File: config.mk
export PLATFORM = sky130hd
export DESIGN_NAME = recfn_to_fn_pipe
export DESIGN_NICKNAME = d
export VERILOG_FILES = /design/src/rtl/rec_fn_pkg.sv /design/src/rtl/rec_fn_classify.sv /design/src/rtl/recfn_to_fn_pipe.sv
export SDC_FILE = /design/constraint.sdc
export NUM_CORES = 1
export LEC_CHECK = 0
export ABC_CLOCK_PERIOD_IN_PS = 12600
export CORE_MARGIN = 4
export CORE_UTILIZATION = 50
export CTS_BUF_LIST = sky130_fd_sc_hd__clkbuf_4
export DETAILED_ROUTE_END_ITERATION = 10
export GPL_TIMING_DRIVEN = 1
export PLACE_DENSITY = 0.86
export SETUP_SLACK_MARGIN = 0.05
export SLEW_MARGIN = 20
export SYNTH_ARGS = -nofsm -noshare
export SYNTH_HDL_FRONTEND = slang
export SYNTH_HIERARCHICAL = 1
export SYNTH_SLANG_ARGS = --single-unit
File: constraint.sdc
create_clock -name clock -period 12.6 [get_ports clock]
set_clock_uncertainty 0.15 [all_clocks]
set_input_delay 3.15 -clock clock [delete_from_list [all_inputs] [get_ports clock]]
set_output_delay 3.15 -clock clock [all_outputs]
set_load 0.01 [all_outputs]
File: src/rtl/rec_fn_pkg.sv
// Shared constants and types for recoded-to-IEEE binary64 conversion.
package rec_fn_pkg;
    localparam int EXP_W     = 11;
    localparam int SIG_W     = 53;
    localparam int REC_EXP_W = EXP_W + 1;
    localparam int FRACT_W   = SIG_W - 1;

    localparam logic [REC_EXP_W-1:0] MIN_NORM_EXP = 12'd1026;
    localparam logic [REC_EXP_W-1:0] EXP_BIAS_OFF = 12'd1025;
    localparam logic [REC_EXP_W-1:0] MIN_SUB_EXP  = 12'd974;

    localparam logic [63:0] CANON_NAN_64 = 64'h7FF8_0000_0000_0000;

    localparam int FCLASS_NEG_INF  = 0;
    localparam int FCLASS_NEG_NORM = 1;
    localparam int FCLASS_NEG_SUB  = 2;
    localparam int FCLASS_NEG_ZERO = 3;
    localparam int FCLASS_POS_ZERO = 4;
    localparam int FCLASS_POS_SUB  = 5;
    localparam int FCLASS_POS_NORM = 6;
    localparam int FCLASS_POS_INF  = 7;
    localparam int FCLASS_SNAN     = 8;
    localparam int FCLASS_QNAN     = 9;

    typedef struct packed {
        logic is_zero;
        logic is_inf;
        logic is_nan;
        logic is_sub;
        logic is_normal;
        logic sign;
    } rec_class_t;
endpackage

File: src/rtl/rec_fn_classify.sv
// Combinational decode of a recoded binary64 operand into its value category.
module rec_fn_classify
    import rec_fn_pkg::*;
(
    input  logic [64:0] rec,
    output rec_class_t  cls
);
    logic [REC_EXP_W-1:0] exp;
    logic                 special_zero;
    logic                 finite;

    assign exp          = rec[63:52];
    assign special_zero = (exp[11:9] == 3'b000);
    assign cls.is_inf   = (exp[11:9] == 3'b110);
    assign cls.is_nan   = (exp[11:9] == 3'b111);
    assign finite       = !special_zero && !cls.is_inf && !cls.is_nan;

    // Finite values too small even for a subnormal collapse into zero.
    assign cls.is_zero   = special_zero || (finite && (exp < MIN_SUB_EXP));
    assign cls.is_sub    = finite && (exp >= MIN_SUB_EXP) && (exp < MIN_NORM_EXP);
    assign cls.is_normal = finite && (exp >= MIN_NORM_EXP);
    assign cls.sign      = rec[64];
endmodule

File: src/rtl/recfn_to_fn_pipe.sv
// Two-stage valid/ready pipeline converting recoded binary64 to IEEE binary64 plus fclass.
// Build option: RECFN_TO_FN_CANON_NAN_EN forces every NaN result to the canonical quiet NaN.
module recfn_to_fn_pipe
    import rec_fn_pkg::*;
(
    input  logic        clock,
    input  logic        reset,
    input  logic        io_in_valid,
    output logic        io_in_ready,
    input  logic [64:0] io_in_bits,
    output logic        io_out_valid,
    input  logic        io_out_ready,
    output logic [63:0] io_out_bits,
    output logic [9:0]  io_out_class
);
    rec_class_t           in_cls;
    logic                 s1_valid_reg;
    rec_class_t           s1_cls_reg;
    logic [REC_EXP_W-1:0] s1_exp_reg;
    logic [FRACT_W-1:0]   s1_fract_reg;
    logic                 s2_valid_reg;
    logic [63:0]          s2_bits_reg;
    logic [9:0]           s2_class_reg;
    logic                 s1_load;
    logic                 s2_load;
    logic [5:0]           sub_shift;
    logic [FRACT_W-1:0]   sub_fract;
    logic [EXP_W-1:0]     norm_exp;
    logic [63:0]          pack_bits;
    logic [9:0]           pack_class;

    rec_fn_classify u_classify (
        .rec (io_in_bits),
        .cls (in_cls)
    );

    assign s2_load     = !s2_valid_reg || io_out_ready;
    assign s1_load     = !s1_valid_reg || s2_load;
    assign io_in_ready = s1_load || !reset;

    always_ff @(posedge clock) begin
        if (!reset) begin
            s1_valid_reg <= 1'b0;
            s2_valid_reg <= 1'b0;
        end else begin
            if (s1_load) s1_valid_reg <= io_in_valid;
            if (s2_load) s2_valid_reg <= s1_valid_reg;
        end
    end

    always_ff @(posedge clock) begin
        if (s1_load && io_in_valid) begin
            s1_cls_reg   <= in_cls;
            s1_exp_reg   <= io_in_bits[63:52];
            s1_fract_reg <= io_in_bits[51:0];
        end
        if (s2_load && s1_valid_reg) begin
            s2_bits_reg  <= pack_bits;
            s2_class_reg <= pack_class;
        end
    end

    // Only the low 6 bits matter: the subnormal shift range is 1..52.
    assign sub_shift = MIN_NORM_EXP[5:0] - s1_exp_reg[5:0];
    assign sub_fract = FRACT_W'({1'b1, s1_fract_reg} >> sub_shift);
    assign norm_exp  = EXP_W'(s1_exp_reg - EXP_BIAS_OFF);

    always_comb begin
        pack_bits  = '0;
        pack_class = '0;
        if (s1_cls_reg.is_nan) begin
`ifdef RECFN_TO_FN_CANON_NAN_EN
            pack_bits = CANON_NAN_64;
`else
            pack_bits = {s1_cls_reg.sign, {EXP_W{1'b1}}, s1_fract_reg};
`endif
            if (s1_fract_reg[FRACT_W-1]) pack_class[FCLASS_QNAN] = 1'b1;
            else                         pack_class[FCLASS_SNAN] = 1'b1;
        end else if (s1_cls_reg.is_inf) begin
            pack_bits = {s1_cls_reg.sign, {EXP_W{1'b1}}, {FRACT_W{1'b0}}};
            if (s1_cls_reg.sign) pack_class[FCLASS_NEG_INF] = 1'b1;
            else                 pack_class[FCLASS_POS_INF] = 1'b1;
        end else if (s1_cls_reg.is_normal) begin
            pack_bits = {s1_cls_reg.sign, norm_exp, s1_fract_reg};
            if (s1_cls_reg.sign) pack_class[FCLASS_NEG_NORM] = 1'b1;
            else                 pack_class[FCLASS_POS_NORM] = 1'b1;
        end else if (s1_cls_reg.is_sub) begin
            pack_bits = {s1_cls_reg.sign, {EXP_W{1'b0}}, sub_fract};
            if (s1_cls_reg.sign) pack_class[FCLASS_NEG_SUB] = 1'b1;
            else                 pack_class[FCLASS_POS_SUB] = 1'b1;
        end else begin
            pack_bits = {s1_cls_reg.sign, 63'b0};
            if (s1_cls_reg.sign) pack_class[FCLASS_NEG_ZERO] = 1'b1;
            else                 pack_class[FCLASS_POS_ZERO] = 1'b1;
        end
    end

    assign io_out_valid = s2_valid_reg && reset;
    assign io_out_bits  = io_out_valid ? s2_bits_reg  : 64'b0;
    assign io_out_class = io_out_valid ? s2_class_reg : 10'b0;
endmodule

==> reports/summary.md <==
Die
- **initial standard-cell utilization of the core** 50.8%
- **I/O pins** 145
- **total die area** 20400 µm²
- **Die X-Extent** 143 µm
- **core footprint** 17900 µm²
- **height of the die** 143 µm
- **number of rows created at floorplan** 49

Setup path
- **Largest delay share family, worst path** buffers and inverters
- **R2R Path End** s2_bits_reg[10]
- **worst setup path class** in -> out
- **list of cells traversed by the critical path** buf_2, and3_1, clkdlybuf4s50_1
- **peak per-stage delay on the critical path** 720 ps
- **maximum fanout count along the critical path** 78
- **Data arrival, critical path** 4730 ps
- **required arrival time at the worst endpoint** 9300 ps
- **critical path launch point type** primary input
- **number of cells traversed by the worst register-to-register path** 9
- **buffering stage count on the worst path with inverters included** 2
- **highest-delay cell along the critical path** sky130_fd_sc_hd__buf_2
- **Crit Reg-Reg Startpoint** s1_exp_reg[0]
- **kind of end point of the critical path** output port
- **slack of the worst reg-to-reg path** 7710 ps

Routing
- **overall routed net length** 27.3 mm
- **number of DRC markers after the initial detailed-route iteration** 1275
- **DRC viols** 0
- **number of optimization iterations in the first detailed-route pass** 7
- **WL/cell** 24.5 µm
- **number of nets with antenna violations after detailed routing** 0
- **vias per std cell** 6.67
- **via count** 7435

Global route
- **first-pass GRT wire length** 40.8 mm
- **vias in the first global route** 6936
- **global route overflow** 0
- **antenna violations before repair** 2
- **all-layer global routing usage** 26.6%
- **pin count of the biggest net entering global routing** 79

Worst hold path
- **count of cells along the worst hold path** 2
- **class of the tightest hold or removal check** reg -> reg
- **end point of the most critical hold path** s2_bits_reg[0]
- **beginning of the worst hold path** s1_fract_reg[0]

Timing
- **Tightest Pin Transition** 1040 ps
- **setup violators final** 0
- **number of max-slew violations in the final report** 0
- **TNS Setup** 0 ps
- **remaining max-slew budget at the tightest pin** 30.6%
- **Final Cycle Share** 63.7%
- **number of failing hold endpoints at the final stage** 0
- **RSZ-0062 raised after global routing** false
- **FMAX** 0.125 GHz
- **Final Critical Period** 8030 ps

Synthesis
- **Post-Syn Nets** 839
- **cell area after synthesis** 9090 µm²
- **count of mapped cells out of synthesis** 767
- **mean area per synthesized cell** 11.9 µm²
- **count of yosys warnings during synthesis** 6

Final layout
- **synth-to-layout area growth** 20.5%
- **fill count** 1471
- **nets@finish** 944
- **number of flip-flops in the largest register** 64
- **fraction of layout cells with a size suffix above 1** 13.1%

Run
- **reported max-cap violation count** 0

Pwr
- **total leakage power** 0.00398 µW
- **worst vdd ir** 0.101 mV
- **switching power summed over all nets** 392 µW
- **clock network fraction of design power** 27.8%
- **PD cells** 114 nW/µm²
- **switching power share of the total** 31.4%
- **share of power burned in combinational logic** 25.2%
- **sequential power share** 47.0%
- **Overall Power** 1250 µW
- **Internal Pwr Total** 857 µW

Clock network
- **total clock buffers created by CTS** 17
- **TritonCTS sink count** 144
- **post-CTS setup-driven buffer insertion count** 0
- **CTS tree** done
- **number of H-tree levels** 4
- **clk slew on worst S/H paths** 140 ps
- **library cell used as clock root buffer** sky130_fd_sc_hd__clkbuf_4
- **CTS Buffer Depth** 2
- **CTS-repair resized insts** 0
- **clock latency at the later pin of the worst-skew pair** 580 ps
- **Hold-fix buffers, CTS** 0

Place
- **HPWL reported at the end of detailed placement** 19.0 mm
- **Port-buffer cells** 144
- **placer's final routability congestion estimate** 0.982

Run status
- **result of the run** completed

[cells in the final DEF (no fill, tap or decap), types with 5 or more instances in the layout]
| master | instances |
|---|---|
| sky130_fd_sc_hd__a21oi_1 | 24 |
| sky130_fd_sc_hd__a222oi_1 | 14 |
| sky130_fd_sc_hd__a22o_1 | 15 |
| sky130_fd_sc_hd__a22oi_1 | 8 |
| sky130_fd_sc_hd__a32o_1 | 12 |
| sky130_fd_sc_hd__and2_1 | 7 |
| sky130_fd_sc_hd__and3_1 | 77 |
| sky130_fd_sc_hd__buf_4 | 14 |
| sky130_fd_sc_hd__clkbuf_4 | 18 |
| sky130_fd_sc_hd__clkdlybuf4s50_1 | 143 |
| sky130_fd_sc_hd__edfxtp_1 | 142 |
| sky130_fd_sc_hd__inv_1 | 6 |
| sky130_fd_sc_hd__mux2_1 | 8 |
| sky130_fd_sc_hd__mux2_2 | 10 |
| sky130_fd_sc_hd__mux2i_1 | 11 |
| sky130_fd_sc_hd__mux4_1 | 12 |
| sky130_fd_sc_hd__mux4_2 | 41 |
| sky130_fd_sc_hd__nand2_1 | 111 |
| sky130_fd_sc_hd__nand3_1 | 22 |
| sky130_fd_sc_hd__nor2_1 | 17 |
| sky130_fd_sc_hd__nor2b_1 | 5 |
| sky130_fd_sc_hd__nor3_1 | 7 |
| sky130_fd_sc_hd__o2111ai_1 | 5 |
| sky130_fd_sc_hd__o211ai_1 | 14 |
| sky130_fd_sc_hd__o21ai_0 | 36 |
| sky130_fd_sc_hd__o21ai_1 | 7 |
| sky130_fd_sc_hd__o31ai_1 | 6 |
| sky130_fd_sc_hd__xnor2_1 | 6 |
| sky130_fd_sc_hd__xor2_1 | 6 |
[area by class of cell]
cell class | count | area (µm²) | area share (%)
Antenna cell | 1 | 2.50 | 0.0228
Clock buffer | 18 | 135 | 1.23
Clock inverter | 14 | 205 | 1.87
Inverter | 6 | 22.5 | 0.206
Multi-Input combinational cell | 545 | 4460 | 40.7
Sequential cell | 144 | 4300 | 39.3
Tap cell | 229 | 287 | 2.61
Timing Repair Buffer | 158 | 1540 | 14.1
[stage by stage]
stage	hold WS, ps	setup WS, ps	utilization (%)	instance area, µm²	std cells
detailed placement	432	4570	59.3	10600	1082
global placement	431	4650	59.3	10600	1082
finish	462	4570	61.2	11000	1115
global route	490	4400	61.2	11000	1115
floorplan	343	3670	-	9090	767
CTS	463	4570	61.2	11000	1114
[per-layer routing]
layer,wire [µm],global-route usage (%),up-vias
li1,-,-,3262
met1,10600,37.4,3554
met2,12100,39.8,553
met3,3820,9.11,64
met4,698,7.25,2
met5,12,0,-
[worst reg2reg max path, cell delays in order, from the launching register on]
cell and delay, ps:
sky130_fd_sc_hd__edfxtp_1 340, sky130_fd_sc_hd__buf_4 630, sky130_fd_sc_hd__inv_1 280, sky130_fd_sc_hd__ha_2 390, sky130_fd_sc_hd__buf_4 720, sky130_fd_sc_hd__mux4_1 810, sky130_fd_sc_hd__mux2_1 350, sky130_fd_sc_hd__a222oi_1 480
sky130_fd_sc_hd__a22oi_1 180, sky130_fd_sc_hd__a22o_1 270
[worst max path at each step]
stage,cells past startpoint,end,slack (ps),startpoint
CTS,3,io_out_bits[55],4570,reset
floorplan,2,s1_cls_reg[0],3670,io_out_ready
global placement,3,io_out_bits[34],4650,reset
finish,3,io_out_bits[55],4570,reset
detailed placement,3,io_out_bits[55],4570,reset
global route,3,io_out_bits[34],4400,reset
[power by group through the flow]
stage                     clock network (µW)  logic (µW)  registers (µW)
final                                    348         315             587
after CTS                                352         306             585
after global placement                     0         303             594
after floorplan                            0         215             584
after global routing                     371         335             590
after detailed placement                   0         304             596
Note: power is estimated with default switching activity, not from simulation.
==> RTL change: new RTL, same settings <==
Add a define of `RECFN_TO_FN_CANON_NAN_EN`.
--- a/src/rtl/recfn_to_fn_pipe.sv
+++ b/src/rtl/recfn_to_fn_pipe.sv
@@ -1,5 +1,7 @@
 // Two-stage valid/ready pipeline converting recoded binary64 to IEEE binary64 plus fclass.
 // Build option: RECFN_TO_FN_CANON_NAN_EN forces every NaN result to the canonical quiet NaN.
+`define RECFN_TO_FN_CANON_NAN_EN
+
 module recfn_to_fn_pipe
     import rec_fn_pkg::*;
 (
Check against the original RTL: not equivalent (Yosys sat finds a counterexample within 4 cycles, from zero or initial values and one cycle with reset low).
==> RTL change against the original RTL <==
- wire length down 2.4%
- design area up 0.97%
- sequential cell count unchanged
- area after synthesis up 1.4%
- cell count down 1.5%
- setup slack better by 0.029 ns
- synthesized cell count down 3.3%
- power down 0.40%
- fmax up 0.36%
- critical path type unchanged
- largest power group unchanged
- highest routed layer unchanged
==> RTL change: results (changes against the original RTL) <==
Run status:
- The flow ran to the end, and the final reports show no timing, DRC or antenna violations.

Global route:
- The global-route wire length before repair came to 40600 um (-0.56%).
- The via count of the first global-routing pass was 6937 (+0.014%).
- The fraction of met2 tracks used by global routing is 0.360 (-0.0383).
- The all-layer global routing usage is 0.261 (-0.00462).
- The fraction of met3 tracks used by global routing is 0.0875 (-0.00357).
- The global-route track usage on met1 is 0.381 (+0.00709).

Worst setup path:
- The register-to-register setup slack is 7.48 ns (-0.23 ns).
- The worst flop-to-flop path endpoint is s2_bits_reg[33].
- The startpoint identified for the worst register-to-register timing path is s1_exp_reg[0].
- Following the worst setup path forward leads to its endpoint at io_out_bits[1].

Place:
- The weighted congestion at the end of routability-driven global placement is 0.994 (+1.2%).
- The area of placed instances came to 10700 um^2 (+1.2%).
- The estimated wirelength of the detail-placed design came to 19300 um (+1.8%).

Synthesis:
- The count of synthesis-stage warnings from yosys is 6 (unchanged).
- The net count after synthesis is 814 (-3.0%).

Drt:
- The overall via count from detail_route was 7171 (-3.6%).
- The count of routing violations after the opening detailed-route iteration was 967 (-24%).
- The average routed wire per standard cell is 24.2 um (-0.92%).
- The first-pass iteration count of the detailed router is 6 (-1).

Power and ir drop:
- The peak supply drop is 76.3 uV (-25%).
- The standby leakage power was 4.05 nW (+1.7%).

Layout:
- The count of nets after finishing is 927 (-1.8%).
- The fraction of final layout cells sized beyond drive strength 1 came to 0.152 (+0.0210).

STA:
- The worst setup slack after layout is 4.60 ns (+0.0290 ns).
- The transition at the pin with the smallest max-transition slack is 1.12 ns (+0.0751 ns).
-- RTL change: power by group --
part | internal (W) | switching [W] | leakage [nW] | total (W)
clock | 0.000160 | 0.000172 | 0.170 | 0.000331
sequential | 0.000559 | 0.0000289 | 1.36 | 0.000588
combinational | 0.000144 | 0.000181 | 2.52 | 0.000325
-- RTL change: metal layers --
layer	vias up	routed length (um)
li1	3201	-
met1	3401	10800
met2	489	11300
met3	78	3480
met4	2	1020
met5	-	13
-- RTL change: worst max-delay path: stages --
cell             delay, ns
buf_2                 0.69
and3_1                0.29
clkdlybuf4s50_1       0.57
-- RTL change: per-stage QoR --
stage	instances	total power (W)
6_report	1098	0.00124
5_1_grt	1098	0.00129
4_1_cts	1097	0.00124
3_5_place_dp	1065	0.000914
3_3_place_gp	1065	0.000911
2_1_floorplan	742	0.000811
-- RTL change: cell type report --
type / instances / area [um^2]
Antenna cell: 1 / 2.50
Clock buffer: 18 / 135
Clock inverter: 14 / 188
Fill cell: 1444 / 6960
Inverter: 3 / 11.3
Multi-Input combinational cell: 528 / 4570
Sequential cell: 144 / 4300
Tap cell: 229 / 287
Timing Repair Buffer: 161 / 1560
-- RTL change: worst min-delay path by stage --
| stage | startpoint | cells after the start | endpoint | slack (ns) |
|---|---|---|---|---|
| after global routing | s1_valid_reg | 1 | s2_valid_reg | 0.50 |
| after detailed placement | s1_valid_reg | 2 | s1_valid_reg | 0.45 |
| after floorplan | s1_valid_reg | 1 | s2_valid_reg | 0.34 |
| after CTS | s1_valid_reg | 2 | s1_valid_reg | 0.48 |
| final | s1_valid_reg | 2 | s1_valid_reg | 0.47 |
| after global placement | s1_valid_reg | 1 | s2_valid_reg | 0.44 |
